[src/rtl/adder128_serial_io.sv]
// -----------------------------------------------------------------------------
// adder128_serial_io
//
// Purpose:
//   Pin-limited wrapper around a 128-bit prefix-sum carry-lookahead adder.
//   The two 128-bit operands arrive as BEATS = 128/W narrow words over a
//   valid/ready bus. The first beat of X also carries the carry-in. The sum
//   is registered and streamed back as BEATS words. A final status word
//   follows, flagged by out_last.
//
// Parameters:
//   W          bus width in bits (8, 16, 32 or 64)
//
// Ports:
//   clk        clock, all state updates on the rising edge
//   rst        synchronous active-high reset
//   in_valid   upstream beat valid
//   in_ready   block accepts a beat (asserted in the two load states only)
//   in_data    operand word, little-endian word order
//   in_cin     carry-in, sampled with X beat 0 only
//   out_valid  result beat valid (asserted in the unload state only)
//   out_ready  downstream accepts the beat
//   out_data   result word; the status word is {0.., ovf, cout}
//   out_last   marks the status beat
//   busy       low only when idle, waiting for X beat 0
//
// Optional feature:
//   ADDER128_OVF_EN  when defined, status bit1 reports signed overflow.
//                    When undefined, status bit1 is tied to 0.
// -----------------------------------------------------------------------------

// Kogge-Stone style parallel-prefix adder, purely combinational.
// The carry-in is folded into the bit-0 generate term. Every prefix group
// that reaches bit 0 then directly yields the carry out of its top bit.
module Prefix_Sum_CLA_128bit (
  input  logic [127:0] a,
  input  logic [127:0] b,
  input  logic         cin,
  output logic [127:0] sum,
  output logic         cout
);

  logic [127:0] p0;
  logic [127:0] g;
  logic [127:0] p;

  // Seven prefix levels with spans 1, 2, 4 .. 64. Shifting in zeros is
  // harmless: bits whose group already covers bit 0 keep their final g.
  always_comb begin
    p0 = a ^ b;
    g  = a & b;
    g[0] = (a[0] & b[0]) | (p0[0] & cin);
    p  = p0;
    for (int l = 0; l < 7; l++) begin
      g = g | (p & (g << (1 << l)));
      p = p & (p << (1 << l));
    end
    sum  = p0 ^ {g[126:0], cin};
    cout = g[127];
  end

endmodule

module adder128_serial_io #(
  parameter int W = 32
) (
  input  logic         clk,
  input  logic         rst,
  input  logic         in_valid,
  output logic         in_ready,
  input  logic [W-1:0] in_data,
  input  logic         in_cin,
  output logic         out_valid,
  input  logic         out_ready,
  output logic [W-1:0] out_data,
  output logic         out_last,
  output logic         busy
);

  localparam int BEATS = 128 / W;
  localparam int CW    = $clog2(BEATS + 1);
  localparam int IW    = $clog2(BEATS);

  localparam logic [CW-1:0] CNT_LAST_WORD = CW'(BEATS - 1);
  localparam logic [CW-1:0] CNT_STATUS    = CW'(BEATS);

  localparam logic [1:0] S_LOAD_X = 2'd0;
  localparam logic [1:0] S_LOAD_Y = 2'd1;
  localparam logic [1:0] S_CALC   = 2'd2;
  localparam logic [1:0] S_UNLOAD = 2'd3;

  logic [1:0]    state;
  logic [CW-1:0] cnt;
  logic [CW-1:0] cnt_inc;
  logic [IW-1:0] next_word_idx;

  logic [127:0]  x_r;
  logic [127:0]  y_r;
  logic          cin_r;
  logic [127:0]  sum_r;
  logic          cout_r;
  logic          ovf_bit;

  logic [127:0]  add_sum;
  logic          add_cout;

  logic          in_fire;
  logic          out_fire;
  logic [W-1:0]  status_word;
  logic [W-1:0]  sum_word [BEATS];

  Prefix_Sum_CLA_128bit u_adder (
    .a    (x_r),
    .b    (y_r),
    .cin  (cin_r),
    .sum  (add_sum),
    .cout (add_cout)
  );

  for (genvar k = 0; k < BEATS; k++) begin : g_sum_word
    assign sum_word[k] = sum_r[k*W +: W];
  end

`ifdef ADDER128_OVF_EN
  logic ovf_r;

  // Signed overflow: operands share a sign that the sum does not.
  always_ff @(posedge clk) begin
    if (rst) begin
      ovf_r <= 1'b0;
    end else if (state == S_CALC) begin
      ovf_r <= (x_r[127] == y_r[127]) & (add_sum[127] != x_r[127]);
    end
  end

  assign ovf_bit = ovf_r;
`else
  assign ovf_bit = 1'b0;
`endif

  // in_ready depends only on registered state and rst, never on in_valid.
  assign in_ready  = ((state == S_LOAD_X) || (state == S_LOAD_Y)) && !rst;
  assign out_valid = (state == S_UNLOAD);
  assign busy      = !((state == S_LOAD_X) && (cnt == '0));

  assign in_fire  = in_valid && in_ready;
  assign out_fire = out_valid && out_ready;

  assign cnt_inc       = cnt + CW'(1);
  assign next_word_idx = cnt_inc[IW-1:0];
  assign status_word   = {{(W-2){1'b0}}, ovf_bit, cout_r};

  // Main sequencer. Operands are shifted in from the top, so after BEATS
  // beats the first word sits in the lowest slice (little-endian order).
  // out_data always holds the word that is currently presented. It only
  // advances on a transfer, so it stays stable under backpressure.
  always_ff @(posedge clk) begin
    if (rst) begin
      state    <= S_LOAD_X;
      cnt      <= '0;
      x_r      <= '0;
      y_r      <= '0;
      cin_r    <= 1'b0;
      sum_r    <= '0;
      cout_r   <= 1'b0;
      out_data <= '0;
      out_last <= 1'b0;
    end else begin
      case (state)
        S_LOAD_X: begin
          if (in_fire) begin
            x_r <= {in_data, x_r[127:W]};
            if (cnt == '0) begin
              cin_r <= in_cin;
            end
            if (cnt == CNT_LAST_WORD) begin
              state <= S_LOAD_Y;
              cnt   <= '0;
            end else begin
              cnt <= cnt_inc;
            end
          end
        end
        S_LOAD_Y: begin
          if (in_fire) begin
            y_r <= {in_data, y_r[127:W]};
            if (cnt == CNT_LAST_WORD) begin
              state <= S_CALC;
              cnt   <= '0;
            end else begin
              cnt <= cnt_inc;
            end
          end
        end
        S_CALC: begin
          sum_r    <= add_sum;
          cout_r   <= add_cout;
          out_data <= add_sum[W-1:0];
          out_last <= 1'b0;
          state    <= S_UNLOAD;
          cnt      <= '0;
        end
        S_UNLOAD: begin
          if (out_fire) begin
            if (cnt == CNT_STATUS) begin
              state    <= S_LOAD_X;
              cnt      <= '0;
              out_data <= '0;
              out_last <= 1'b0;
            end else begin
              cnt <= cnt_inc;
              if (cnt == CNT_LAST_WORD) begin
                out_data <= status_word;
                out_last <= 1'b1;
              end else begin
                out_data <= sum_word[next_word_idx];
              end
            end
          end
        end
        default: begin
          state <= S_LOAD_X;
          cnt   <= '0;
        end
      endcase
    end
  end

endmodule
[config.mk]
export PLATFORM = sky130hd
export DESIGN_NAME = adder128_serial_io
export DESIGN_NICKNAME = d
export VERILOG_FILES = /design/src/rtl/adder128_serial_io.sv
export SDC_FILE = /design/constraint.sdc
export NUM_CORES = 2
export LEC_CHECK = 0
export BUFFER_PORTS_ARGS = -buffer_cell sky130_fd_sc_hd__buf_2
export CORE_ASPECT_RATIO = 1.1
export CORE_MARGIN = 2
export CORE_UTILIZATION = 65
export CTS_BUF_LIST = sky130_fd_sc_hd__clkbuf_16
export CTS_CLUSTER_SIZE = 14
export DETAILED_ROUTE_END_ITERATION = 7
export PLACE_DENSITY = 0.83
export SLEW_MARGIN = 30
export SYNTH_ARGS = -nofsm -noshare
export SYNTH_HDL_FRONTEND = slang
export SYNTH_SLANG_ARGS = --single-unit
[constraint.sdc]
create_clock -name clk -period 7.35 [get_ports clk]
set_input_delay 1.1025 -clock clk [delete_from_list [all_inputs] [get_ports clk]]
set_output_delay 1.1025 -clock clk [all_outputs]
set_load 0.02 [all_outputs]
==> reports/results.ini <==
[run_status]
status=complete, no violations

[setup_path]
cp_slowest_cell=a2111oi_0
cp_max_fo=9
worstSetupStartpointType=flip-flop
worstPathArrival_ns=5.01
worstSetupPathType=reg2reg
crit_path_end_kind=flip-flop
cp_cell_sequence=fa_1 -> fa_1 -> a211oi_1 -> o311a_1 -> o31a_1 -> o31ai_4 -> and3_2 -> o2111ai_2 -> a31o_4 -> a2111oi_0 -> mux2i_1 -> o311ai_1
cpMostUsedCell=fa_1
max_stage_delay_ns=0.83
ff2ff_setup_slack_ns=2.79
cp_top_family=compound AO/OA/AOI/OAI gates
cp.required_ns=7.81
cp_num_buf_inv=0

[synthesis]
syn_area_um2=24500
yosys.area.top_type=dfxtp_1
synth_flop_cell=dfxtp_1
yosysMostFrequentCell=nand2_1
synth_edf_count=0
synth-seq-cells=424
syn_avg_cell_area_um2=7.64
netlist_instances=3211
synth_nets=3385
ys.warnings.count=0
synth_common_cells=nand2_1, a21oi_1, dfxtp_1
synth_cell_types=81
synth_top_area_share=0.346
synthTopCellsByArea=dfxtp_1, nand2_1, a21oi_1
synth-async-reset-ratio=0
ys_seq_area_frac=0.346

[final_layout]
nNetsFinal=3299
seq_area_um2=8490
area_growth_pct=6.60
drive_gt1_frac=0.0728
final_util=0.703
fill_cells=3046
multi_input_comb_area_um2=15000

[clock_tree]
cts_tree=yes
cts_max_level=2
numCtsBuffers=44
post-cts-setup-buffers=0
clkTransAtPathRegs_ns=0.06
clock_path_buffers=3
hold_buffers=0
cts_resized=0
root_buffer=clkbuf_16
worstSkewPairLatency_ns=0.60
cts.sinks=424

[sta]
rsz0062_at_grt=false
tightest_slew_ns=1.06
tns_ns=0
post-route-period-util=0.620
clock_skew_ns=0.0237
slew_viol_final=0
max_freq_ghz=0.219
setup_viol_count_final=0
slew_headroom=0.294
fin_crit_ns=4.56
hold_viol=0

[detailed_routing]
wirelength_um=95700
antenna_left=0
vias_per_cell=6.91
drt_pass1_iterations=8
drc=0
vias=25200
wl_per_cell_um=26.2
dr.first_iter.drc_count=3562

[placement]
io_buffers=72
detailed_place_hpwl_um=71800
gp_congestion=1.10

[power]
p_int_mw=3.48
fin_total_pwr_mw=4.65
powerDensity_nw_per_um2=178
sequentialPowerShare=0.501
peakVddDrop_v=0.000206
p_sw_mw=1.17
comb_power_share=0.044
power.leakage_nw=9.75
power_frac_clock=0.455
swShare=0.251

[grt]
antenna_found_initial=2
grt_max_degree=131
grt_pass1_wl_um=141000
globalRouteTotalUtil=0.474
overflow=0
grt_pass1_vias=23800

[die]
initial_core_util=0.659
die_y_um=208
die_area_um2=39300
die_w_um=189
coreArea_um2=37200
rows=74
io_pins=73

[min_path]
hp-class=reg2reg

[flow_run]
drv_cap=0

[worst min-delay path: cells and delay by family, from the launching register on]
kind,cells,cell delay [ns]
compound gates,1,0.06
flops,1,0.32
simple gates,1,0.05
[placed cells by master (no fill, tap or decap), types with 12 or more instances in the layout]
cell type,count
o211ai_1,13
inv_1,49
nor3_1,40
nor4_1,20
nand2_1,717
dfxtp_1,424
buf_2,71
clkinv_1,12
nor2_1,241
a21boi_0,13
a211oi_1,45
o21bai_1,36
o31ai_1,13
xnor2_1,65
o21a_1,21
nand2b_1,13
o21ai_0,165
a21o_1,84
buf_4,17
a31oi_1,18
ha_1,133
a21oi_1,475
or3_1,18
a22oi_1,14
mux4_2,32
xor2_1,33
nand4_1,77
mux2i_1,53
clkbuf_16,45
nand3_1,25
[metrics by stage]
step                      hold slack, ns  instances  setup WS, ns  cell area (um2)
after global routing               0.476       3653          2.82            26200
after CTS                          0.458       3653          2.90            26200
final                              0.457       3655          2.79            26200
after detailed placement           0.443       3573          2.93            24800
after global placement             0.431       3571          2.91            24800
after floorplan                    0.420       3211          3.84            24500
[per-layer routing]
metal / GRT usage / part of all wire / wire (um)
met1: 0.588 / 0.36 / 34100
met2: 0.743 / 0.44 / 42400
met3: 0.0972 / 0.12 / 11300
met4: 0.320 / 0.083 / 7900
met5: 0 / 0 / 0
[path summary, 6_finish.rpt]
| check | endpoint | from | depth (start not counted) |
|---|---|---|---|
| worst max register to register | sum_r[112] | y_r[0] | 12 |
| worst max-delay path | sum_r[112] | y_r[0] | 12 |
| worst min-delay path | sum_r[77] | sum_r[77] | 2 |
| worst min register to register | sum_r[77] | sum_r[77] | 2 |
[cell type report]
cell class / count / share of cell area
diodes: 2 / 0.000191
flip-flops and latches: 424 / 0.324
clock buffers: 45 / 0.0430
clock inverters: 35 / 0.00727
inverters: 45 / 0.00646
repair buffers: 92 / 0.0216
well taps: 494 / 0.0236
multi-input cells: 2518 / 0.573
[power groups by stage]
stage	clock [mW]	sequential (mW)	combinational, mW
floorplan	0	2.37	0.136
global placement	0	2.38	0.193
detailed placement	0	2.38	0.198
CTS	2.10	2.33	0.199
global route	2.20	2.33	0.217
finish	2.12	2.33	0.205
[cells by family after synthesis]
group | synth area share
DFF | 0.346
xor gates and xnor gates | 0.0350
muxes | 0.0510
adders and majority gates | 0.0705
AOI/OAI and AO/OA | 0.244
and+or+nand+nor | 0.208
buffers and inverters | 0.0451
[sequential cells by signal, indices dropped and copies added (netlist names)]
signal	count
cout_r	1
out_last	1
state	2
sum_r	128
cin_r	1
y_r	128
x_r	128
cnt	3
out_data	32
Power figures use the tool's default switching activity.
